$ cat src/rtl/mdu_pkg.sv
// rtl/mdu_pkg.sv - op codes, FSM states and default width for the MDU sequencer
package mdu_pkg;

    localparam int MDU_DATA_W = 32;

    localparam logic [2:0] MDU_MULT  = 3'b000;
    localparam logic [2:0] MDU_MULTU = 3'b001;
    localparam logic [2:0] MDU_DIV   = 3'b010;
    localparam logic [2:0] MDU_DIVU  = 3'b011;
    localparam logic [2:0] MDU_MTHI  = 3'b100;
    localparam logic [2:0] MDU_MTLO  = 3'b101;

    typedef enum logic [1:0] {
        IDLE = 2'd0,
        CALC = 2'd1,
        FIX  = 2'd2
    } mdu_state_e;

    // Signed variants (MULT, DIV) have op[0] clear within the arithmetic group.
    function automatic logic mdu_is_signed(input logic [2:0] op);
        return !op[2] && !op[0];
    endfunction

    function automatic logic mdu_is_div(input logic [2:0] op);
        return !op[2] && op[1];
    endfunction

endpackage

$ cat src/rtl/mdu_div_step.sv
// rtl/mdu_div_step.sv - one restoring-division iteration on unsigned magnitudes
module mdu_div_step #(
    parameter int DATA_W = 32
) (
    input  logic [DATA_W-1:0] rem_i,
    input  logic              bit_i,
    input  logic [DATA_W-1:0] divisor_i,
    output logic [DATA_W-1:0] rem_o,
    output logic              q_bit_o
);

    logic [DATA_W:0] shifted;
    logic [DATA_W:0] diff;

    always_comb begin
        shifted = {rem_i, bit_i};
        diff    = shifted - {1'b0, divisor_i};
        q_bit_o = ~diff[DATA_W];
        rem_o   = q_bit_o ? diff[DATA_W-1:0] : shifted[DATA_W-1:0];
    end

endmodule

$ cat src/rtl/mdu_sequencer.sv
// rtl/mdu_sequencer.sv - iterative MULT/DIV sequencer owning HI/LO; MDU_ZERO_BYPASS_EN skips CALC on zero operands
module mdu_sequencer
    import mdu_pkg::*;
#(
    parameter int DATA_W = MDU_DATA_W
) (
    input  logic              clk,
    input  logic              rst_n,
    input  logic              start,
    input  logic [2:0]        op,
    input  logic [DATA_W-1:0] rs_val,
    input  logic [DATA_W-1:0] rt_val,
    input  logic              cancel,
    input  logic              mf_req,
    output logic              busy,
    output logic              stall,
    output logic              done,
    output logic [DATA_W-1:0] hi,
    output logic [DATA_W-1:0] lo
);

    localparam int CNT_W = $clog2(DATA_W);

    mdu_state_e          state_q, state_d;
    logic [CNT_W-1:0]    cnt_q, cnt_d;
    logic [2*DATA_W-1:0] acc_q, acc_d;
    logic [DATA_W-1:0]   opb_q, opb_d;
    logic [DATA_W-1:0]   hi_q, hi_d;
    logic [DATA_W-1:0]   lo_q, lo_d;
    logic                is_div_q, is_div_d;
    logic                neg_res_q, neg_res_d;
    logic                neg_rem_q, neg_rem_d;
    logic                dz_q, dz_d;
    logic                done_q, done_d;

    logic                sgn_op, div_op;
    logic [DATA_W-1:0]   mag_a, mag_b;
    logic [DATA_W:0]     mul_sum;
    logic [2*DATA_W-1:0] mul_next, div_next, prod;
    logic [DATA_W-1:0]   div_rem, quo, rem;
    logic                div_qbit;

    always_comb begin
        sgn_op = mdu_is_signed(op);
        div_op = mdu_is_div(op);
        mag_a  = (sgn_op && rs_val[DATA_W-1]) ? -rs_val : rs_val;
        mag_b  = (sgn_op && rt_val[DATA_W-1]) ? -rt_val : rt_val;
    end

    // Divide keeps {remainder, dividend/quotient} in acc_q; quotient bits shift in at the bottom.
    mdu_div_step #(.DATA_W(DATA_W)) u_div_step (
        .rem_i     (acc_q[2*DATA_W-1:DATA_W]),
        .bit_i     (acc_q[DATA_W-1]),
        .divisor_i (opb_q),
        .rem_o     (div_rem),
        .q_bit_o   (div_qbit)
    );

    always_comb begin
        mul_sum  = {1'b0, acc_q[2*DATA_W-1:DATA_W]} + (acc_q[0] ? {1'b0, opb_q} : '0);
        mul_next = {mul_sum, acc_q[DATA_W-1:1]};
        div_next = {div_rem, acc_q[DATA_W-2:0], div_qbit};
        prod     = neg_res_q ? -acc_q : acc_q;
        quo      = neg_res_q ? -acc_q[DATA_W-1:0] : acc_q[DATA_W-1:0];
        rem      = neg_rem_q ? -acc_q[2*DATA_W-1:DATA_W] : acc_q[2*DATA_W-1:DATA_W];
    end

    always_comb begin
        state_d   = state_q;
        cnt_d     = cnt_q;
        acc_d     = acc_q;
        opb_d     = opb_q;
        hi_d      = hi_q;
        lo_d      = lo_q;
        is_div_d  = is_div_q;
        neg_res_d = neg_res_q;
        neg_rem_d = neg_rem_q;
        dz_d      = dz_q;
        done_d    = 1'b0;

        case (state_q)
            IDLE: begin
                if (start && !cancel) begin
                    case (op)
                        MDU_MULT, MDU_MULTU, MDU_DIV, MDU_DIVU: begin
                            state_d   = CALC;
                            cnt_d     = CNT_W'(DATA_W - 1);
                            is_div_d  = div_op;
                            acc_d     = {{DATA_W{1'b0}}, div_op ? mag_a : mag_b};
                            opb_d     = div_op ? mag_b : mag_a;
                            neg_res_d = sgn_op && (rs_val[DATA_W-1] ^ rt_val[DATA_W-1]);
                            neg_rem_d = sgn_op && div_op && rs_val[DATA_W-1];
                            dz_d      = div_op && (rt_val == '0);
`ifdef MDU_ZERO_BYPASS_EN
                            // Preload the final magnitudes so FIX sees what CALC would have left.
                            if (rs_val == '0 || rt_val == '0) begin
                                state_d = FIX;
                                acc_d   = (div_op && rt_val == '0) ? {mag_a, {DATA_W{1'b1}}} : '0;
                            end
`endif
                        end
                        MDU_MTHI: hi_d = rs_val;
                        MDU_MTLO: lo_d = rs_val;
                        default: ;
                    endcase
                end
            end
            CALC: begin
                if (cancel) begin
                    state_d = IDLE;
                end else begin
                    acc_d = is_div_q ? div_next : mul_next;
                    cnt_d = cnt_q - 1'b1;
                    if (cnt_q == '0) begin
                        state_d = FIX;
                    end
                end
            end
            FIX: begin
                state_d = IDLE;
                if (!cancel) begin
                    done_d = 1'b1;
                    if (is_div_q) begin
                        lo_d = dz_q ? {DATA_W{1'b1}} : quo;
                        hi_d = rem;
                    end else begin
                        lo_d = prod[DATA_W-1:0];
                        hi_d = prod[2*DATA_W-1:DATA_W];
                    end
                end
            end
            default: state_d = IDLE;
        endcase
    end

    always_ff @(posedge clk or negedge rst_n) begin
        if (!rst_n) begin
            state_q   <= IDLE;
            cnt_q     <= '0;
            acc_q     <= '0;
            opb_q     <= '0;
            hi_q      <= '0;
            lo_q      <= '0;
            is_div_q  <= 1'b0;
            neg_res_q <= 1'b0;
            neg_rem_q <= 1'b0;
            dz_q      <= 1'b0;
            done_q    <= 1'b0;
        end else begin
            state_q   <= state_d;
            cnt_q     <= cnt_d;
            acc_q     <= acc_d;
            opb_q     <= opb_d;
            hi_q      <= hi_d;
            lo_q      <= lo_d;
            is_div_q  <= is_div_d;
            neg_res_q <= neg_res_d;
            neg_rem_q <= neg_rem_d;
            dz_q      <= dz_d;
            done_q    <= done_d;
        end
    end

    assign busy  = (state_q != IDLE);
    assign stall = busy & (start | mf_req);
    assign done  = done_q;
    assign hi    = hi_q;
    assign lo    = lo_q;

endmodule
$ cat config.mk
export PLATFORM = sky130hd
export DESIGN_NAME = mdu_sequencer
export DESIGN_NICKNAME = d
export VERILOG_FILES = /design/src/rtl/mdu_pkg.sv /design/src/rtl/mdu_div_step.sv /design/src/rtl/mdu_sequencer.sv
export SDC_FILE = /design/constraint.sdc
export NUM_CORES = 1
export LEC_CHECK = 0
export CORE_MARGIN = 2
export CORE_UTILIZATION = 35
export CTS_CLUSTER_DIAMETER = 30
export DETAILED_ROUTE_END_ITERATION = 7
export HOLD_SLACK_MARGIN = 0.03
export PLACE_DENSITY = 0.59
export RECOVER_POWER = 50
export SYNTH_ARGS = -nofsm -noshare
export SYNTH_HDL_FRONTEND = slang
export SYNTH_SLANG_ARGS = --single-unit
$ cat constraint.sdc
create_clock -name clk -period 10 [get_ports clk]
set_clock_uncertainty 0.05 [all_clocks]
set_input_delay 1 -clock clk [delete_from_list [all_inputs] [get_ports clk]]
set_output_delay 1 -clock clk [all_outputs]
set_load 0.03 [all_outputs]
Word level (Yosys, flattened, before mapping)
Index checks and enable logic that the tools add are counted.
{ "word_totals": {"in_bits": 72, "elab_cells": 98, "register_bits": 172, "output_inout_bits": 67} }
{ "op_classes": {"n_eq_ne": 14, "addsub": 8, "muxes": 36, "n_reduce_logical": 25, "n_bitwise": 4} }
{ "ops": {"columns": ["cell", "n"], "rows": [
  ["32-bit two-way mux", 17],
  ["64-bit two-way mux", 5],
  ["32-bit negation", 4],
  ["32-bit one-hot mux with 2 select lines", 2],
  ["64-bit one-hot mux with 2 select lines", 1],
  ["64-bit negation", 1],
  ["32-bit by 32-bit adder with 33-bit output", 1],
  ["33-bit by 32-bit subtractor with 33-bit output", 1],
  ["32-bit logical NOT", 1],
  ["5-bit two-way mux", 3],
  ["4-bit AND reduction", 3],
  ["5-bit one-hot mux with 2 select lines", 1],
  ["1-bit logical AND", 9],
  ["2-bit two-way mux", 4],
  ["3-bit by 2-bit == test with 1-bit output (second input constant)", 2],
  ["3-bit == test (second input constant)", 2],
  ["2-bit by 1-bit != test with 1-bit output (second input constant)", 3],
  ["2-bit != test (second input constant)", 3],
  ["3-bit AND reduction", 2],
  ["2-bit nonzero test", 3],
  ["5-bit logical NOT", 1],
  ["5-bit by 1-bit subtractor with 5-bit output (second input constant)", 1],
  ["2-bit one-hot mux with 2 select lines", 1],
  ["4-bit OR reduction", 1],
  ["12 further kinds", 15]
]} }

Logic depth before layout (Yosys ltp)
{ "depth": {"depth_word": 8, "ltp_mapped": 14, "mapped_depth_nobuf": 13} }

Cells and area by module
Synthesis repeated with hierarchy kept, for this count alone.
{ "hier_totals": {"cells_unflattened": 1922, "area_unflattened_um2": 15180.8} }
{ "by_module_without_submodules": {"columns": ["mod", "seq_area_each_um2", "cells_each", "area_each_um2", "n_inst"], "rows": [
  ["mdu_sequencer", 4304.1, 1617, 12822.3, 1],
  ["mdu_div_step", 0.0, 305, 2358.5, 1]
]} }

Worst setup path after synthesis
No wires, ideal clock.
{ "synth_path": {"path_type": "register -> register", "from": "register acc_q[0]", "to": "register acc_q[58]", "setup_ns": 0.131, "required_ns": 9.819, "synth_period_minus_slack_ns": 3.192, "path_stages_with_launch": 14, "arrival_time_ns": 3.012, "setup_slack_ns": 6.808, "n_path_buf": 1, "path_cell_list": "dfrtp_1 inv_1 clkbuf_1 nor2_1 ha_1 and3_1 and3_1 a2111oi_0 o211a_1 o41a_1 o21ai_1 xor2_1 a22oi_1 nand3_1"} }
{ "synth_via": {"elab_chain_len": 5} }
{ "synth_rtl": {"columns": ["item", "line", "rtl"], "rows": [
  ["start: declaration", "mdu_sequencer.sv:26", "logic [2*DATA_W-1:0] acc_q, acc_d;"],
  ["start signal: assignment", "mdu_sequencer.sv:140", "acc_q <= '0;"],
  ["start signal: assignment", "mdu_sequencer.sv:152", "acc_q <= acc_d;"],
  ["32-bit two-way mux", "mdu_sequencer.sv:60", "mul_sum = {1'b0, acc_q[2*DATA_W-1:DATA_W]} + (acc_q[0] ? {1'b0, opb_q} : '0);"],
  ["32-bit by 32-bit adder with 33-bit output", "mdu_sequencer.sv:60", null],
  ["64-bit two-way mux", "mdu_sequencer.sv:112", "acc_d = is_div_q ? div_next : mul_next;"],
  ["64-bit two-way mux", "mdu_sequencer.sv:109", "if (cancel) begin"],
  ["64-bit one-hot mux with 2 select lines", "mdu_sequencer.sv:81", "case (state_q)"]
]} }
No other way between the ends. The select of a mux whose other input is x is not followed.
A chain may end at the register's enable or synchronous reset.

==> impl_metrics.json <==
{
  "hold_path.class": "register to register",
  "cts_tree": "built",
  "synthArstFlopShare_pct": 100,
  "post_cts_buffers": 0,
  "status": "finished with violations",
  "nets": 2225,
  "worst_slack_ps": 4460,
  "finalWirelength_um": 62700,
  "cts-root-buf": "clkbuf_16",
  "grt_pass1_vias": 15064,
  "clockBufferDepth": 2,
  "holdWs_ps": 419,
  "holdBufCountCts": 0,
  "crit_top_cell": "clkbuf_1",
  "grt_setup_unrepaired": "no",
  "ys_seq_area_share_pct": 28.2,
  "row_count": 76,
  "maxCapViolCount": 3,
  "finish.instance_area_sq_mm": 0.0176,
  "path_max_fanout": 59,
  "stdcell_count": 2679,
  "die-height_um": 213,
  "synth_area_per_cell_sq_um": 7.51,
  "fin_crit_sh_pct": 55.4,
  "cp.arrival_ps": 5490,
  "route.detailed.drc": 0,
  "cts_resized": 0,
  "antenna_found_initial": 0,
  "worstPathRequired_ps": 9950,
  "synth_top_area_share_pct": 28.2,
  "place.gp.congestion": 0.995,
  "clk_pin_slew_ps": 80,
  "path_class": "input pin to async pin",
  "p_seq_share_pct": 27.4,
  "synth-compound-area-share_pct": 25.6,
  "p_int_mw": 2.24,
  "dr.pass1.iters": 7,
  "p_switching_mw": 2.39,
  "portBuffers": 138,
  "hold_viol": 0,
  "critPathLaunchType": "input pin",
  "setup_viol": 0,
  "synthCells": 2034,
  "p_leak_nw": 7.33,
  "wl_per_cell_um": 23.4,
  "slew_headroom_pct": -126,
  "die_w_um": 213,
  "h-tree-depth": 4,
  "violations": "capacitance limit, slew limit",
  "max_freq_mhz": 180,
  "insertion_delay_ps": 480,
  "slowest_stage": "clkbuf_1",
  "track_usage_pct": 27.7,
  "num_antenna_cells": 0,
  "netlist_area_sq_mm": 0.0153,
  "cp-end-kind": "async pin",
  "synth_xor_xnor_area_share_pct": 9.58,
  "num_vias": 15915,
  "grt-ovfl-total": 0,
  "cts-buffers-inserted": 17,
  "first_iter_violations": 1623,
  "start_util_pct": 35.4,
  "worstPathBufferInverterCount": 2,
  "synth_seq_cells": 172,
  "ant_nets": 0,
  "final_core_util_pct": 40.9,
  "dieArea_sq_mm": 0.0453,
  "power.total_mw": 4.64,
  "cpPeakStageDelay_ps": 2340,
  "synth-simple-area-share_pct": 22.1,
  "ios": 139,
  "synth_cell_types": 79,
  "post-place-cells": 2647,
  "synth_edf_count": 0,
  "core_sq_mm": 0.0431,
  "worst_pin_slew_ps": 3390,
  "clkPwrFrac_pct": 14.6,
  "yosys.area.top_type": "dfrtp_1",
  "p_sw_share_pct": 51.6,
  "syn_to_final_growth_pct": 15.3,
  "power_density_mw_per_mm2": 263,
  "path_cells": "clkbuf_1 > clkbuf_1",
  "combPwrFrac_pct": 58.0,
  "synth_ff_type": "dfrtp_1",
  "post_drt_via_cell_ratio": 5.94,
  "ir_worst_vdd_uv": 141,
  "grt_pass1_wl_um": 94100,
  "drv_slew": 161,
  "clock-sinks": 172,
  "synthesis.nets": 2178,
  "dpl-instance-area_sq_mm": 0.0171,
  "synth_top_family_by_area": "compound AO/OA/AOI/OAI gates",
  "drive_gt1_share_pct": 3.96,
  "grt_max_degree": 71,
  "synthTopCellsByArea": "dfrtp_1, xnor2_1, o21ai_0, nand2_1, ha_1",
  "critPathTopFamily": "buffers and inverters",
  "synthAdderAreaFrac_pct": 6.00,
  "post-place-ws_ps": 5820,
  "yosysWarningCount": 0,
  "hpwl_um": 47800,
  "tns_ps": 0,
  "synth.area.mux_share_pct": 3.49,
  "min_period_ps": 5540
}
placed cells by master (no fill, tap or decap), types with 17 or more instances in the layout:
master | netlist | layout
nor3_1 | 50 | 50
o21ai_0 | 194 | 194
nand2b_1 | 18 | 18
and3_1 | 18 | 18
dfrtp_1 | 172 | 171
a21o_1 | 30 | 30
dlygate4sd3_1 | 0 | 28
xnor2_1 | 120 | 120
ha_1 | 70 | 70
clkbuf_16 | 0 | 17
a211oi_1 | 20 | 20
nand3_1 | 93 | 93
buf_4 | 2 | 19
xor2_1 | 47 | 47
mux2i_1 | 51 | 51
o31ai_1 | 25 | 25
a31oi_1 | 39 | 39
nand2_1 | 258 | 258
inv_1 | 68 | 68
o22ai_1 | 32 | 32
clkdlybuf4s50_1 | 0 | 108
nor2_1 | 201 | 198
a21oi_1 | 164 | 164
o211ai_1 | 24 | 24
flip-flops by register name, summed over array words and instances (netlist names):
| signal | flops |
|---|---|
| opb_q | 32 |
| done | 1 |
| hi | 32 |
| is_div_q | 1 |
| dz_q | 1 |
| cnt_q | 5 |
| neg_res_q | 1 |
| state_q | 2 |
| lo | 32 |
| acc_q | 64 |
| neg_rem_q | 1 |
kinds of logic (layout without fill, tap and decap cells):
| group | count (synthesis) | count (layout) |
|---|---|---|
| compound gates | 639 | 639 |
| xor+xnor | 167 | 167 |
| fa+ha+maj | 72 | 72 |
| buf+inv | 201 | 261 |
| flops | 172 | 172 |
| mux | 53 | 53 |
| simple gates | 730 | 730 |
power by group through the flow:
stage / Combinational, mW / Clock [mW] / Sequential [mW]
floorplan: 1.83 / 0 / 1.19
detailed placement: 2.65 / 0 / 1.27
global route: 2.94 / 0.710 / 1.29
global placement: 2.64 / 0 / 1.26
finish: 2.69 / 0.678 / 1.27
CTS: 2.66 / 0.685 / 1.25
path summary, 6_finish.rpt:
path | cells past startpoint | slack, ps | endpoint | startpoint
setup / recovery | 2 | 4460 | acc_q[52] | rst_n
hold / removal | 2 | 420 | hi[13] | hi[13]
setup reg to reg | 11 | 5840 | acc_q[41] | acc_q[48]
hold reg to reg | 2 | 420 | hi[13] | hi[13]
max in group clk | 9 | 5470 | acc_q[16] | cancel
min in group asynchronous | 1 | 1610 | lo[11] | rst_n
cell type report:
cell class	instances	area, sq um
clock buffers	18	429
clock inverters	14	130
fillers	4459	25500
inverters	69	259
multi-input cells	1661	10200
flip-flops and latches	172	4310
well taps	585	732
repair buffers	160	1520
cell usage after synthesis, types with 32 or more instances:
cell and n:
nand3_1 93, nor2_1 201, o21ai_0 194, clkbuf_1 111, dfrtp_1 172, a21oi_1 164
inv_1 68, nor3_1 50, xnor2_1 120, mux2i_1 51, xor2_1 47, nand2_1 258
o22ai_1 32, ha_1 70, a31oi_1 39
layer usage:
layer  GRT usage [%]  wire, um
met5               0         0
met4            13.3      2880
met3            5.28      5020
met2            42.1     27300
met1            37.6     27400
No activity file was read; power rests on OpenSTA's default activity.
